`src/rtl/onehot_pkg.sv`:
```
// Shared types and helpers for the one-hot encoder/decoder family.
package onehot_pkg;

  localparam int unsigned CODE_W_DEF = 4;
  localparam int unsigned TAG_W_DEF  = 2;

  function automatic int unsigned idx_width(input int unsigned code_w);
    return (code_w > 1) ? $clog2(code_w) : 1;
  endfunction

  localparam int unsigned IDX_W_DEF = idx_width(CODE_W_DEF);

  typedef struct packed {
    logic [IDX_W_DEF-1:0] idx;
    logic                 err;
    logic [TAG_W_DEF-1:0] tag;
  } rsp_entry_t;

  typedef enum logic [1:0] {
    StEmpty,
    StPartial,
    StFull
  } occ_state_e;

endpackage

```
`src/rtl/onehot_rsp_fifo.sv`:
```
// In-order synchronous response FIFO with explicit EMPTY/PARTIAL/FULL occupancy state.
module onehot_rsp_fifo
  import onehot_pkg::*;
#(
  parameter int unsigned DEPTH   = 4,
  parameter type         entry_t = rsp_entry_t,
  localparam int unsigned PTR_W  = (DEPTH > 1) ? $clog2(DEPTH) : 1
) (
  input  logic         clk,
  input  logic         rst,
  input  logic         clear,
  input  logic         push,
  input  entry_t       wdata,
  input  logic         pop,
  output entry_t       rdata,
  output logic         full,
  output logic         empty,
  output logic [PTR_W:0] count
);

  localparam logic [PTR_W:0] FullCnt = (PTR_W + 1)'(DEPTH);

  entry_t           mem_q [DEPTH];
  logic [PTR_W-1:0] wr_ptr_q, wr_ptr_d;
  logic [PTR_W-1:0] rd_ptr_q, rd_ptr_d;
  logic [PTR_W:0]   count_q, count_d;
  occ_state_e       state_q, state_d;
  logic             do_push, do_pop;

  assign do_push = push && (state_q != StFull);
  assign do_pop  = pop && (state_q != StEmpty);

  always_comb begin
    wr_ptr_d = wr_ptr_q;
    rd_ptr_d = rd_ptr_q;
    count_d  = count_q;
    state_d  = state_q;

    if (do_push) wr_ptr_d = wr_ptr_q + 1'b1;
    if (do_pop)  rd_ptr_d = rd_ptr_q + 1'b1;

    unique case ({do_push, do_pop})
      2'b10:   count_d = count_q + 1'b1;
      2'b01:   count_d = count_q - 1'b1;
      default: count_d = count_q;
    endcase

    unique case (state_q)
      StEmpty: begin
        if (do_push) state_d = StPartial;
      end
      StPartial: begin
        if (do_push && !do_pop && (count_q == FullCnt - 1'b1)) state_d = StFull;
        else if (do_pop && !do_push && (count_q == 1)) state_d = StEmpty;
      end
      StFull: begin
        if (do_pop) state_d = StPartial;
      end
      default: state_d = StEmpty;
    endcase

    // A flush wins over any push/pop in the same cycle.
    if (clear) begin
      wr_ptr_d = '0;
      rd_ptr_d = '0;
      count_d  = '0;
      state_d  = StEmpty;
    end
  end

  always_ff @(posedge clk) begin
    if (rst) begin
      wr_ptr_q <= '0;
      rd_ptr_q <= '0;
      count_q  <= '0;
      state_q  <= StEmpty;
    end else begin
      wr_ptr_q <= wr_ptr_d;
      rd_ptr_q <= rd_ptr_d;
      count_q  <= count_d;
      state_q  <= state_d;
    end
  end

  always_ff @(posedge clk) begin
    if (!rst && !clear && do_push) mem_q[wr_ptr_q] <= wdata;
  end

  assign rdata = mem_q[rd_ptr_q];
  assign full  = (state_q == StFull);
  assign empty = (state_q == StEmpty);
  assign count = count_q;

endmodule

```
`src/rtl/onehot_decode_responder.sv`:
```
// Decodes one-hot request codes into {idx, err, tag} responses buffered in an in-order FIFO,
// and keeps a saturating count of malformed codes.
module onehot_decode_responder
  import onehot_pkg::*;
#(
  parameter int unsigned CODE_W = CODE_W_DEF,
  parameter int unsigned TAG_W  = TAG_W_DEF,
  parameter int unsigned DEPTH  = 4,
  parameter int unsigned CNT_W  = 8
) (
  input  logic                      clk,
  input  logic                      rst,
  input  logic                      clear,
  input  logic                      req_valid,
  output logic                      req_ready,
  input  logic [CODE_W-1:0]         req_code,
  input  logic [TAG_W-1:0]          req_tag,
  output logic                      rsp_valid,
  input  logic                      rsp_ready,
  output logic [$clog2(CODE_W)-1:0] rsp_idx,
  output logic                      rsp_err,
  output logic [TAG_W-1:0]          rsp_tag,
  output logic [CNT_W-1:0]          err_cnt
);

  localparam int unsigned IDX_W = idx_width(CODE_W);
  localparam int unsigned PTR_W = (DEPTH > 1) ? $clog2(DEPTH) : 1;

  typedef struct packed {
    logic [IDX_W-1:0] idx;
    logic             err;
    logic [TAG_W-1:0] tag;
  } entry_t;

  // Lowest set bit gives the index; anything other than exactly one set bit is an error.
  function automatic entry_t decode(input logic [CODE_W-1:0] code, input logic [TAG_W-1:0] tag);
    entry_t      e;
    int unsigned ones;
    e    = '0;
    ones = 0;
    for (int i = 0; i < CODE_W; i++) begin
      if (code[i]) begin
        if (ones == 0) e.idx = IDX_W'(i);
        ones = ones + 1;
      end
    end
    e.err = (ones != 1);
    e.tag = tag;
    return e;
  endfunction

  logic             rst_q;
  logic             push, pop;
  entry_t           wr_entry, head_entry, rd_entry;
  logic             fifo_full, fifo_empty;
  logic [PTR_W:0]   fifo_count;
  logic [CNT_W-1:0] err_cnt_q;

  always_ff @(posedge clk) begin
    rst_q <= rst;
  end

  assign wr_entry  = decode(req_code, req_tag);
  assign req_ready = !rst_q && !clear && !fifo_full;
  assign push      = req_valid && req_ready;
  assign rsp_valid = (fifo_count != '0);
  assign pop       = rsp_valid && rsp_ready;

  onehot_rsp_fifo #(
    .DEPTH   (DEPTH),
    .entry_t (entry_t)
  ) u_fifo (
    .clk   (clk),
    .rst   (rst),
    .clear (clear),
    .push  (push),
    .wdata (wr_entry),
    .pop   (pop),
    .rdata (rd_entry),
    .full  (fifo_full),
    .empty (fifo_empty),
    .count (fifo_count)
  );

  // Storage is not reset, so mask the head when nothing is buffered.
  assign head_entry = fifo_empty ? '0 : rd_entry;
  assign rsp_idx    = head_entry.idx;
  assign rsp_err    = head_entry.err;
  assign rsp_tag    = head_entry.tag;

  always_ff @(posedge clk) begin
    if (rst || clear) begin
      err_cnt_q <= '0;
    end else if (push && wr_entry.err && (err_cnt_q != {CNT_W{1'b1}})) begin
      err_cnt_q <= err_cnt_q + 1'b1;
    end
  end

  assign err_cnt = err_cnt_q;

endmodule

```
`config.mk`:
```
export PLATFORM = sky130hd
export DESIGN_NAME = onehot_decode_responder
export DESIGN_NICKNAME = d
export VERILOG_FILES = /design/src/rtl/onehot_pkg.sv /design/src/rtl/onehot_rsp_fifo.sv /design/src/rtl/onehot_decode_responder.sv
export SDC_FILE = /design/constraint.sdc
export NUM_CORES = 1
export LEC_CHECK = 0
export ABC_AREA = 1
export CAP_MARGIN = 15
export CORE_MARGIN = 2
export CORE_UTILIZATION = 40
export DETAILED_ROUTE_END_ITERATION = 10
export GPL_TIMING_DRIVEN = 1
export HOLD_SLACK_MARGIN = 0.12
export SYNTH_ARGS = -nofsm -noshare
export SYNTH_HDL_FRONTEND = slang
export SYNTH_SLANG_ARGS = --single-unit
```
`constraint.sdc`:
```
create_clock -name clk -period 4.7 [get_ports clk]
set_input_delay 0.47 -clock clk [delete_from_list [all_inputs] [get_ports clk]]
set_output_delay 0.47 -clock clk [all_outputs]
set_load 0.1 [all_outputs]
```
==> impl_results.md <==
- Outcome: complete, no violations
- Largest fanout on the critical path: 2
- H-tree lvl count: 2
- Per-cell via count in the routed design: 4.64
- Hold path depth: 2
- Part of the cycle the worst path needs: 62.7%
- Die area: 0.00590 mm^2
- Fraction of layout cells with a size suffix above 1: a little over an eighth
- Quantity of I/O buffers inserted on ports: 25
- Clock buffers created by TritonCTS: 5
- GPL Wtd Cong: 0.745
- Clock insertion delay at the later pin of the skew report: 0.29 ns
- CTS Hold Buffers Added: 0
- Arrival time of data at the critical path endpoint: 2.48 ns
- Worst-Margin Slew: 0.975 ns
- Final setup skew: 0.00542 ns
- Via count of the first global-routing pass: 1569
- Final ANT Viol Nets: 0
- Overall global routing resource usage: about 15%
- P_leak: 0.983 nW
- Drt pass-1 iters: 4
- Clk buf depth: 2
- Wire length of the first global-routing pass: 7150 um
- Area of the placeable core: 0.00511 mm^2
- Max-slew violation count: 0
- Horizontal extent of the die: between 70 and 80 um
- Total DRC errors in the routed layout: 0
- Worst hold slack across all endpoints: approximately 0.47 ns
- Clock Root Buffer: sky130_fd_sc_hd__clkbuf_8
- Number of buffers added for setup after CTS: 0
- Number of rows created at floorplan: 26
- Power per cell area: 282 mW/mm^2
- Warning count from the yosys run: 0
- Routed wire per std cell: around 12 um
- CTS tree: done
- Y dimension of the die: 76.8 um
- Number of setup violations in the final report: 0
- Setup_tns: 0 ns
- Achievable frequency: between 300 and 400 MHz
- Diode insertion count for antenna repair: 0
- Critical path start-end classification: input port to output pin
- Instance count of the mapped netlist: 234
- Mean post-synth cell area: 9.07 um^2
- Synth cell types: 27
- HPWL reported at the end of detailed placement: 2710 um
- Sequential element share of the synthesized area: 47.2%
- Worst slew margin: 34.8%
- Total of cells resized after clock tree synthesis: 0
- Routed via count: 1554
- First-iteration detailed-routing DRC count: 52
- Post-synthesis instance area: 0.00212 mm^2
- Setup repair after global routing missed its margin: false
- Layout fillers: between 500 and 600
- Number of cells on the worst reg-to-reg path: 9
- Time the worst path needs with I/O delays and setup: 2.95 ns
- Syn nets: 263
- Clock slew at reported path FFs: 0.08 ns
- Required time at the worst-slack endpoint: 4.23 ns
- Initial Util: 41.5%
- Kind of launch point of the worst setup path: input port
- I/O pin total: 26
- Num Clock Sinks: 40
- Type of element capturing the critical path: output pin
- Flip-flop and latch count after synthesis: 40
- Number of hold violations in the final report: 0
- Final total power: 0.721 mW
- Area Overhead vs Synth: 20.6%
- GR Overflow Total: 0
- Layout net count: 293
- Min-Delay Path Class: flop to flop
- Peak supply drop: 0.000104 V
- Initial antenna violation count: 0
- WL final: 3880 um
- Max cap viols: 0
- Pin count of the biggest net entering global routing: 14
[final timing paths]
check / start / end / slack [ns]
worst max-delay path: clear / req_ready / 1.75
worst min-delay path: u_fifo.rd_ptr_q[1] / u_fifo.rd_ptr_q[1] / 0.47
worst max register to register: u_fifo.count[0] / u_fifo.count[0] / 2.88
worst min register to register: u_fifo.rd_ptr_q[1] / u_fifo.rd_ptr_q[1] / 0.47
[kinds of logic (layout without fill, tap and decap cells)]
family	after synthesis	count (layout)	share of synthesized area (%)
xor gates and xnor gates	7	7	3.24
AOI/OAI and AO/OA	42	42	11.7
buffers and inverters	34	65	6.07
and+or+nand+nor	93	93	21.2
adders and majority gates	18	18	10.6
DFF	40	40	47.2
[sequential cells by signal (all words and copies together) (netlist names), named ones only]
signal and flops:
u_fifo.state_q 2, u_fifo.mem_q 20, u_fifo.count 3, rst_q 1, err_cnt 8, u_fifo.rd_ptr_q 2
u_fifo.wr_ptr_q 2
[cell usage after synthesis (all sizes together)]
| cell type | n | area [um^2] |
|---|---|---|
| dfxtp | 20 | 400 |
| a211oi | 1 | 7.51 |
| edfxtp | 20 | 601 |
| a21oi | 22 | 140 |
| ha | 18 | 225 |
| nor2 | 36 | 159 |
| nand4 | 2 | 12.5 |
| nand3 | 17 | 97.6 |
| xor2 | 6 | 52.6 |
| o21ai | 18 | 93.8 |
| nand2 | 37 | 173 |
| nand3b | 1 | 7.51 |
| inv | 32 | 120 |
| clkbuf | 1 | 3.75 |
| a21boi | 1 | 7.51 |
| xnor2 | 1 | 16.3 |
| buf | 1 | 5.00 |
[through the flow]
| step | worst slack (ns) | utilization, % | cells | instance area, um^2 |
|---|---|---|---|---|
| after detailed placement | 1.74 | 48.0 | 327 | 2450 |
| after global placement | 1.79 | 48.0 | 327 | 2450 |
| after floorplan | 1.35 | - | 234 | 2120 |
| after global routing | 1.55 | 50.1 | 335 | 2560 |
| after CTS | 1.73 | 50.1 | 335 | 2560 |
| final | 1.75 | 50.1 | 335 | 2560 |
[layer usage]
layer | share of wire (%) | GRT usage, % | up-vias
li1 | - | - | 826
met4 | 2.0 | 7.09 | 0
met3 | 4.0 | 4.47 | 4
met2 | 45 | 23.0 | 22
met1 | 49 | 19.7 | 702
met5 | 0 | 0 | -
[power by group]
group / total [mW] / leakage, nW / switching, mW / internal (mW)
Sequential: 0.371 / 0.343 / 0.00157 / 0.370
Combinational: 0.0760 / 0.586 / 0.0508 / 0.0252
Clock: 0.274 / 0.0552 / 0.116 / 0.158
Total: 0.721 / 0.983 / 0.168 / 0.552
[critical path, stage by stage]
cell,delay (ns)
sky130_fd_sc_hd__clkdlybuf4s50_1,0.42
sky130_fd_sc_hd__nor2_1,0.22
sky130_fd_sc_hd__a21boi_0,0.22
sky130_fd_sc_hd__clkdlybuf4s50_1,1.15
[placed cells by master (no fill, tap or decap)]
| master | n |
|---|---|
| sky130_fd_sc_hd__a211oi_1 | 1 |
| sky130_fd_sc_hd__a21boi_0 | 1 |
| sky130_fd_sc_hd__a21oi_1 | 14 |
| sky130_fd_sc_hd__a21oi_2 | 8 |
| sky130_fd_sc_hd__bufinv_16 | 1 |
| sky130_fd_sc_hd__clkbuf_1 | 1 |
| sky130_fd_sc_hd__clkbuf_8 | 5 |
| sky130_fd_sc_hd__clkdlybuf4s50_1 | 25 |
| sky130_fd_sc_hd__clkinv_2 | 1 |
| sky130_fd_sc_hd__dfxtp_1 | 20 |
| sky130_fd_sc_hd__edfxtp_1 | 20 |
| sky130_fd_sc_hd__ha_1 | 18 |
| sky130_fd_sc_hd__inv_1 | 24 |
| sky130_fd_sc_hd__inv_2 | 8 |
| sky130_fd_sc_hd__nand2_1 | 31 |
| sky130_fd_sc_hd__nand2_2 | 4 |
| sky130_fd_sc_hd__nand2_4 | 1 |
| sky130_fd_sc_hd__nand2_8 | 1 |
| sky130_fd_sc_hd__nand3_1 | 16 |
| sky130_fd_sc_hd__nand3_4 | 1 |
| sky130_fd_sc_hd__nand3b_1 | 1 |
| sky130_fd_sc_hd__nand4_1 | 2 |
| sky130_fd_sc_hd__nor2_1 | 32 |
| sky130_fd_sc_hd__nor2_2 | 3 |
| sky130_fd_sc_hd__nor2_8 | 1 |
| sky130_fd_sc_hd__o21ai_0 | 13 |
| sky130_fd_sc_hd__o21ai_1 | 4 |
| sky130_fd_sc_hd__o21ai_2 | 1 |
| sky130_fd_sc_hd__xnor2_2 | 1 |
| sky130_fd_sc_hd__xor2_1 | 6 |
[layout make-up]
class | instances | area, um^2 | share of cell area (%)
clock inverters | 2 | 35.0 | 1.37
well taps | 70 | 87.6 | 3.42
multi-input cells | 160 | 992 | 38.8
inverters | 32 | 120 | 4.69
repair buffers | 25 | 250 | 9.78
clock buffers | 6 | 72.6 | 2.84
flip-flops and latches | 40 | 1000 | 39.1
(Power assumes the default switching activity.)
